**src/rtl/mdp_pkg.sv**
```systemverilog
// Shared types and constants for the market-data feed arbiter.
package mdp_pkg;

  // Default maximum forwarded packet length in bytes, headers included.
  localparam int MAX_LEN_DEFAULT = 1518;

  // Smallest byte counter width used regardless of MAX_LEN.
  localparam int MIN_CNT_W = 11;

  // Arbiter control states.
  typedef enum logic [1:0] {
    ST_IDLE,
    ST_PASS,
    ST_FLUSH
  } arb_state_t;

  // Identifies one of the two input feeds.
  typedef logic feed_id_t;

  localparam feed_id_t FEED_A = 1'b0;
  localparam feed_id_t FEED_B = 1'b1;

  // Byte counter width: wide enough to reach max_len, never below MIN_CNT_W.
  function automatic int cnt_width(input int max_len);
    int w;
    w = $clog2(max_len + 1);
    if (w < MIN_CNT_W) begin
      w = MIN_CNT_W;
    end
    return w;
  endfunction

endpackage

```
**src/rtl/feed_rr_arb.sv**
```systemverilog
// Two-way packet-level round-robin pick between feed A and feed B.
// The pointer remembers the feed granted last; on a tie the other feed wins.
module feed_rr_arb
  import mdp_pkg::*;
(
  input  logic       clk,
  input  logic       rst_n,
  input  logic [1:0] req,
  input  logic       take,
  output logic       gnt_valid,
  output feed_id_t   gnt_id
);

  feed_id_t last_id;

  // Pick a winner: the only requester, or on a tie the feed not granted last.
  always_comb begin
    gnt_valid = |req;
    gnt_id    = FEED_A;
    if (req == 2'b11) begin
      gnt_id = (last_id == FEED_A) ? FEED_B : FEED_A;
    end else if (req[1]) begin
      gnt_id = FEED_B;
    end
  end

  // Remember the granted feed; reset value makes A the winner of the first tie.
  always_ff @(posedge clk or negedge rst_n) begin
    if (!rst_n) begin
      last_id <= FEED_B;
    end else if (take && gnt_valid) begin
      last_id <= gnt_id;
    end
  end

endmodule

```
**src/rtl/feed_arbiter.sv**
```systemverilog
// Merges two MAC byte streams into one stream for the UDP parser, one whole
// packet at a time, truncating packets that exceed MAX_LEN bytes.
module feed_arbiter
  import mdp_pkg::*;
#(
  parameter int MAX_LEN = MAX_LEN_DEFAULT
) (
  input  logic        clk,
  input  logic        rst_n,
  input  logic [7:0]  s0_axis_tdata,
  input  logic        s0_axis_tvalid,
  input  logic        s0_axis_tlast,
  output logic        s0_axis_tready,
  input  logic [7:0]  s1_axis_tdata,
  input  logic        s1_axis_tvalid,
  input  logic        s1_axis_tlast,
  output logic        s1_axis_tready,
  input  logic [1:0]  feed_en,
  output logic [7:0]  m_axis_tdata,
  output logic        m_axis_tvalid,
  output logic        m_axis_tlast,
  output feed_id_t    grant_id,
  output logic        busy,
  output logic [31:0] pkt_cnt0,
  output logic [31:0] pkt_cnt1,
  output logic [15:0] trunc_cnt
);

  localparam int CNT_W = cnt_width(MAX_LEN);
  localparam logic [CNT_W-1:0] LAST_IDX = CNT_W'(MAX_LEN - 1);

  arb_state_t       state;
  arb_state_t       state_nxt;
  feed_id_t         grant_q;
  logic [CNT_W-1:0] byte_cnt;

  logic [1:0] req;
  logic       gnt_valid;
  feed_id_t   gnt_id;
  logic       arb_take;

  logic [7:0] sel_data;
  logic       sel_valid;
  logic       sel_last;

  logic hs;
  logic at_limit;
  logic pass_hs;
  logic done_hit;
  logic trunc_hit;

  assign req      = {s1_axis_tvalid & feed_en[1], s0_axis_tvalid & feed_en[0]};
  assign arb_take = (state == ST_IDLE);

  feed_rr_arb u_rr (
    .clk       (clk),
    .rst_n     (rst_n),
    .req       (req),
    .take      (arb_take),
    .gnt_valid (gnt_valid),
    .gnt_id    (gnt_id)
  );

  // Route the granted feed's stream onto the internal selected-feed signals.
  always_comb begin
    sel_data  = s0_axis_tdata;
    sel_valid = s0_axis_tvalid;
    sel_last  = s0_axis_tlast;
    if (grant_q == FEED_B) begin
      sel_data  = s1_axis_tdata;
      sel_valid = s1_axis_tvalid;
      sel_last  = s1_axis_tlast;
    end
  end

  // Only the granted feed is accepted, and only while a packet is in flight.
  always_comb begin
    busy           = 1'b0;
    s0_axis_tready = 1'b0;
    s1_axis_tready = 1'b0;
    if (state != ST_IDLE) begin
      busy = 1'b1;
      if (grant_q == FEED_A) begin
        s0_axis_tready = 1'b1;
      end else begin
        s1_axis_tready = 1'b1;
      end
    end
  end

  assign hs        = sel_valid && (state != ST_IDLE);
  assign at_limit  = (byte_cnt == LAST_IDX);
  assign pass_hs   = hs && (state == ST_PASS);
  assign done_hit  = pass_hs && sel_last;
  assign trunc_hit = pass_hs && !sel_last && at_limit;

  // Next-state logic: arbitrate in IDLE, forward in PASS, discard the tail in FLUSH.
  always_comb begin
    state_nxt = state;
    case (state)
      ST_IDLE: begin
        if (gnt_valid) begin
          state_nxt = ST_PASS;
        end
      end
      ST_PASS: begin
        if (done_hit) begin
          state_nxt = ST_IDLE;
        end else if (trunc_hit) begin
          state_nxt = ST_FLUSH;
        end
      end
      ST_FLUSH: begin
        if (hs && sel_last) begin
          state_nxt = ST_IDLE;
        end
      end
      default: begin
        state_nxt = ST_IDLE;
      end
    endcase
  end

  // State register.
  always_ff @(posedge clk or negedge rst_n) begin
    if (!rst_n) begin
      state <= ST_IDLE;
    end else begin
      state <= state_nxt;
    end
  end

  // Latch the feed that wins arbitration; it stays visible after the packet ends.
  always_ff @(posedge clk or negedge rst_n) begin
    if (!rst_n) begin
      grant_q <= FEED_A;
    end else if (arb_take && gnt_valid) begin
      grant_q <= gnt_id;
    end
  end

  assign grant_id = grant_q;

  // Count forwarded bytes of the current packet; cleared when a packet is granted.
  always_ff @(posedge clk or negedge rst_n) begin
    if (!rst_n) begin
      byte_cnt <= '0;
    end else if (arb_take && gnt_valid) begin
      byte_cnt <= '0;
    end else if (pass_hs) begin
      byte_cnt <= byte_cnt + CNT_W'(1);
    end
  end

  // Registered output stream; tlast is forced on the byte that hits MAX_LEN.
  always_ff @(posedge clk or negedge rst_n) begin
    if (!rst_n) begin
      m_axis_tdata  <= '0;
      m_axis_tvalid <= 1'b0;
      m_axis_tlast  <= 1'b0;
    end else begin
      m_axis_tvalid <= pass_hs;
      m_axis_tlast  <= pass_hs && (sel_last || at_limit);
      if (pass_hs) begin
        m_axis_tdata <= sel_data;
      end
    end
  end

  // Per-feed completed packet counters and the truncation counter; all wrap.
  always_ff @(posedge clk or negedge rst_n) begin
    if (!rst_n) begin
      pkt_cnt0  <= '0;
      pkt_cnt1  <= '0;
      trunc_cnt <= '0;
    end else begin
      if (done_hit && (grant_q == FEED_A)) begin
        pkt_cnt0 <= pkt_cnt0 + 32'd1;
      end
      if (done_hit && (grant_q == FEED_B)) begin
        pkt_cnt1 <= pkt_cnt1 + 32'd1;
      end
      if (trunc_hit) begin
        trunc_cnt <= trunc_cnt + 16'd1;
      end
    end
  end

endmodule

```
**config.mk**
```make
export PLATFORM = sky130hd
export DESIGN_NAME = feed_arbiter
export DESIGN_NICKNAME = d
export VERILOG_FILES = /design/src/rtl/mdp_pkg.sv /design/src/rtl/feed_rr_arb.sv /design/src/rtl/feed_arbiter.sv
export SDC_FILE = /design/constraint.sdc
export NUM_CORES = 1
export LEC_CHECK = 0
export CAP_MARGIN = 20
export CORE_MARGIN = 3
export CORE_UTILIZATION = 45
export CTS_BUF_LIST = sky130_fd_sc_hd__clkbuf_8
export CTS_CLUSTER_DIAMETER = 30
export DETAILED_ROUTE_END_ITERATION = 10
export HOLD_SLACK_MARGIN = 0.03
export PLACE_DENSITY = 0.73
export SLEW_MARGIN = 20
export SYNTH_ARGS = -nofsm -noshare
export SYNTH_HDL_FRONTEND = slang
export SYNTH_SLANG_ARGS = --single-unit
```
**constraint.sdc**
```tcl
create_clock -name clk -period 3.69 [get_ports clk]
set_input_delay 0.5535 -clock clk [delete_from_list [all_inputs] [get_ports clk]]
set_output_delay 0.5535 -clock clk [all_outputs]
set_load 0.02 [all_outputs]
```
# Yosys cells after proc, flatten, opt, wreduce, memory -nomap -nowiden
# Index checks and enable logic that the tools add are counted.
[op_classes]
eq_ne = 7
addsub = 4
n_mux = 18
reduce_logical = 17
bitwise_logic = 3
[ops]
columns = ["cell", "n"]
rows = [
  ["32-bit by 1-bit adder with 32-bit output, second input constant", 2],
  ["11-bit 2-to-1 mux", 2],
  ["16-bit by 1-bit adder with 16-bit output, second input constant", 1],
  ["11-bit by 1-bit adder with 11-bit output, second input constant", 1],
  ["11-bit equality test, second input constant", 1],
  ["1-bit logical AND", 10],
  ["1-bit 2-to-1 mux", 10],
  ["2-bit 2-to-1 mux", 4],
  ["8-bit 2-to-1 mux", 1],
  ["2-bit one-hot mux with 3 select lines", 1],
  ["2-bit equality test, second input constant", 2],
  ["2-bit != test, second input constant", 2],
  ["2-bit nonzero test", 2],
  ["3-bit != test, second input constant", 1],
  ["3-bit AND reduction", 1],
  ["1-bit bitwise AND", 2],
  ["2-bit by 1-bit equality test with 1-bit output, second input constant", 1],
  ["2-bit logical NOT", 1],
  ["2-bit OR reduction", 1],
  ["1-bit logical NOT", 1],
  ["1-bit logical OR", 1],
  ["1-bit NOT", 1],
]
[word_totals]
output_inout_bits = 94
ff_bits = 105

# Logic depth before layout (Yosys ltp)
[depth]
ltp_word = 8
ltp_mapped = 6
ltp_nobuf = 6

# Hierarchy
# Synthesis repeated with hierarchy kept, for this count alone.
[hier_totals]
hier_cells = 476
hier_area_um2 = 5061.1
[by_module_without_submodules]
columns = ["module", "n_inst", "area_per_inst_um2", "seq_area_each_um2", "cells_per_inst"]
rows = [
  ["feed_arbiter", 1, 5009.8, 2602.5, 471],
  ["feed_rr_arb", 1, 51.3, 26.3, 5],
]

# Least setup slack after synthesis
# OpenSTA, ideal clock, no wires.
[synth_timing]
path_kind = "reg-to-reg"
start = "register grant_q, in the netlist grant_id"
end = "register pkt_cnt1[21]"
slack_ns = 1.642
synth_period_minus_slack_ns = 2.048
setup_time_ns = 0.080
path_stages_with_launch = 7
arrival_time_ns = 1.968
cell_sequence = "dfrtp_1 > buf_4 > nand3_1 > or4_4 > buf_2 > nor4_2 > xor2_1"
[synth_via]
elab_chain_len = 5
word_cells_on_any_way = 6
cone_classes = "mux: 2; reduce/logical: 4"
[synth_lines]
columns = ["element", "line_no", "source"]
rows = [
  ["from (decl)", "feed_arbiter.sv:34", "feed_id_t grant_q;"],
  ["from (signal assigned)", "feed_arbiter.sv:138", "grant_q <= gnt_id;"],
  ["1-bit 2-to-1 mux", "feed_arbiter.sv:69", "if (grant_q == FEED_B) begin"],
  ["1-bit logical AND", "feed_arbiter.sv:91", "assign hs = sel_valid && (state != ST_IDLE);"],
  ["1-bit logical AND", "feed_arbiter.sv:93", "assign pass_hs = hs && (state == ST_PASS);"],
  ["1-bit logical AND", "feed_arbiter.sv:94", "assign done_hit = pass_hs && sel_last;"],
  ["1-bit logical AND *", "feed_arbiter.sv:180", "if (done_hit && (grant_q == FEED_B)) begin"],
  ["to (signal assigned)", "feed_arbiter.sv:181", "pkt_cnt1 <= pkt_cnt1 + 32'd1;"],
  ["to (decl)", "feed_arbiter.sv:25", "output logic [31:0] pkt_cnt1,"],
]
# Mark *: on every way between the ends. The rest lies on a longest branch, timed or not.
# A chain may end at the register's enable or synchronous reset.

# Worst setup path in the final report
[layout_timing]
start = "register grant_q, in the netlist grant_id"
end = "register pkt_cnt1[24]"
# The elaborated chain is that of the path after synthesis.

==> impl_results.md <==
- Static Leak: 2.76 nW
- Root Buffer: clkbuf_8
- Warnings, synthesis: 0
- Share of layout cells above drive strength 1: 5.46%
- Clock Path Buffers: 2
- Count leader, synth: dfrtp_1
- EDFF count, synth: 0
- Power density cells: 465 nW/µm²
- CP cell instances: nand3_1 -> or4_1 -> nor4_1 -> xor2_1
- Port bufs: 117
- Synthesis-to-finish area growth: 32.0%
- Syn Area/Cell: 10.9 µm²
- CP max stage delay: 0.83 ns
- First-pass GRT wire length: 19.1 mm
- Reg clk slew, reported paths: 0.10 ns
- Final hold slack: 0.225 ns
- Max-slew violations: 0
- Setup TNS: 0 ns
- Remaining routing DRC violations: 0
- PostCTS Resize Cnt: 0
- Worst Max-Slew Pin Slew: 0.909 ns
- CP arrival: 2.96 ns
- H-tree Lvls: 3
- FP Rows: 37
- Crit-path max FO: 18
- Top post-synthesis cells by count: dfrtp_1 (104), xnor2_1 (57), nand2_1 (36)
- F_max: 376 MHz
- Count of final setup violators: 0
- Avg Vias per Cell: 5.41
- Top area cells in the synthesized netlist: dfrtp_1 (53%), xnor2_1 (10%), xor2_1 (4.4%)
- Crit end category: flop
- Die width: 111 µm
- Largest delay contributor family on the critical path: simple AND/OR/NAND/NOR gates
- DIE HEIGHT: 111 µm
- CTS buffer count: 9
- Routed Antenna Nets: 0
- Cell count after synthesis: 456
- Crit path buffers/inverters: 0
- Total gr overflow: 0
- Largest net degree at the start of global routing: 87
- Starting Density: 47.1%
- DR WL/cell: 15.3 µm
- Post-synthesis cell type count: 40
- Die Area: 12300 µm²
- Hold Crit Class: input pin to async pin
- Clock sink count: 105
- CP required: 3.99 ns
- Final Hold Vio Count: 0
- Clock latency on the worst-skew pair: 0.37 ns
- Final period utilization: 72.1%
- Worst rel slew slack: 38.9%
- RSZ-0062 raised after global routing: no
- Post-CTS Hold Buffers: 0
- Initial antenna violation count: 0
- Post-DP HPWL: 8.07 mm
- Vias in the first global route: 3896
- Routed wire length: 11.0 mm
- CP max-delay cell: dfrtp_1
- Ys async rst share: 100%
- Outcome: finished, final reports clean
- Boundary Pins: 118
- Diode count: 0
- Synth top area share: 52.5%
- Max-cap violations: 0
- Post-Syn Area: 4950 µm²
- Yosys top cell by area: dfrtp_1
- DRT iter0 DRCs: 184
- Layout Nets: 610
- Core area: 10500 µm²
- Drt pass-1 iters: 4
- Max VDD drop: 351 µV
- Minimum clock period after layout: 2.66 ns
- Setup crit start kind: flop
- Clock skew: 0.00889 ns
- #FFs+latches synth: 105
- Worst setup path class: flop to flop
- Primary FF master, synth: dfrtp_1
- Syn_nets: 485
- GP Congestion: 0.826
- TritonCTS clock tree: done
- Gr usage total: 18.6%
- Setup bufs post-CTS: 0
- Seq/Total Area, Yosys: 53.1%
- Via count: 3908
cell usage in the layout (no fill, tap or decap), types with 2 or more instances in the layout:
cell type,n
clkdlybuf4s50_1,116
dfrtp_1,104
xnor2_1,57
nand2_1,36
nand4_1,34
nor2_1,32
nand3_1,29
xor2_1,25
nor3_1,17
a21oi_1,13
and4_1,13
mux2i_1,12
and3_1,12
inv_1,11
clkbuf_8,10
nor4_1,9
nor4_2,5
ha_1,5
and2_1,4
mux2_2,4
buf_4,4
nand2b_1,3
nand4b_1,3
bufinv_16,3
nand3b_1,2
a21o_1,2
or4_1,2
or3_1,2
o21ai_0,2
kinds of logic (layout without fill, tap and decap cells):
group,count (synthesis),count (layout),synth area share (%)
mux,16,16,3.33
compound gates,23,23,2.75
fa+ha+maj,5,5,1.26
flops,105,105,53.1
simple gates,208,208,23.6
buf+inv,17,147,1.44
xor+xnor,82,82,14.5
layout make-up:
cell class | instances | area (µm²)
Timing Repair Buffer | 121 | 1200
Clock buffer | 10 | 138
Clock inverter | 6 | 106
Sequential cell | 105 | 2630
Multi-Input combinational cell | 334 | 2250
Fill cell | 857 | 3970
Inverter | 10 | 37.5
Tap cell | 136 | 170
worst reg2reg max path, cell delays in order (launching register included):
cell	delay [ns]
dfrtp_1	0.83
nand3_1	0.43
or4_1	0.77
nor4_1	0.39
xor2_1	0.17
worst paths after layout:
path	endpoint	from	depth (start not counted)	slack, ns
worst max-delay path	pkt_cnt1[24]	grant_id	4	1.03
worst min-delay path	trunc_cnt[1]	rst_n	1	0.23
worst max register to register	pkt_cnt1[24]	grant_id	4	1.03
worst min register to register	pkt_cnt0[31]	pkt_cnt0[31]	1	0.47
max in group asynchronous	pkt_cnt1[28]	rst_n	2	2.68
min in group clk	pkt_cnt0[31]	pkt_cnt0[31]	1	0.47
sequential cells by signal, indices dropped and copies added, names as in the netlist:
register / count
byte_cnt: 11
grant_id: 1
m_axis_tdata: 8
m_axis_tlast: 1
m_axis_tvalid: 1
pkt_cnt0: 32
pkt_cnt1: 32
state: 2
trunc_cnt: 16
u_rr.last_id: 1
stage by stage:
step	power [mW]	util [%]	cells	instance area, µm²	setup slack, ns
finish	3.04	62.2	722	6540	1.03
detailed placement	2.22	59.8	706	6290	0.883
global placement	2.20	59.8	706	6290	0.973
CTS	3.08	62.2	722	6530	1.01
floorplan	1.84	-	456	4950	1.64
global route	3.21	62.2	722	6540	0.734
metal layers:
layer | share of wire [%] | GRT usage (%)
met3 | 5.5 | 3.93
met1 | 44 | 24.7
met5 | 0 | 0
met2 | 49 | 30.1
met4 | 1.6 | 6.90
report_power, final:
group	leakage, nW	internal (mW)	switching (mW)	total [mW]
combinational	1.23	0.362	0.413	0.774
sequential	1.41	1.27	0.141	1.41
clock	0.124	0.466	0.386	0.852
Note: power is estimated with default switching activity, not from simulation.
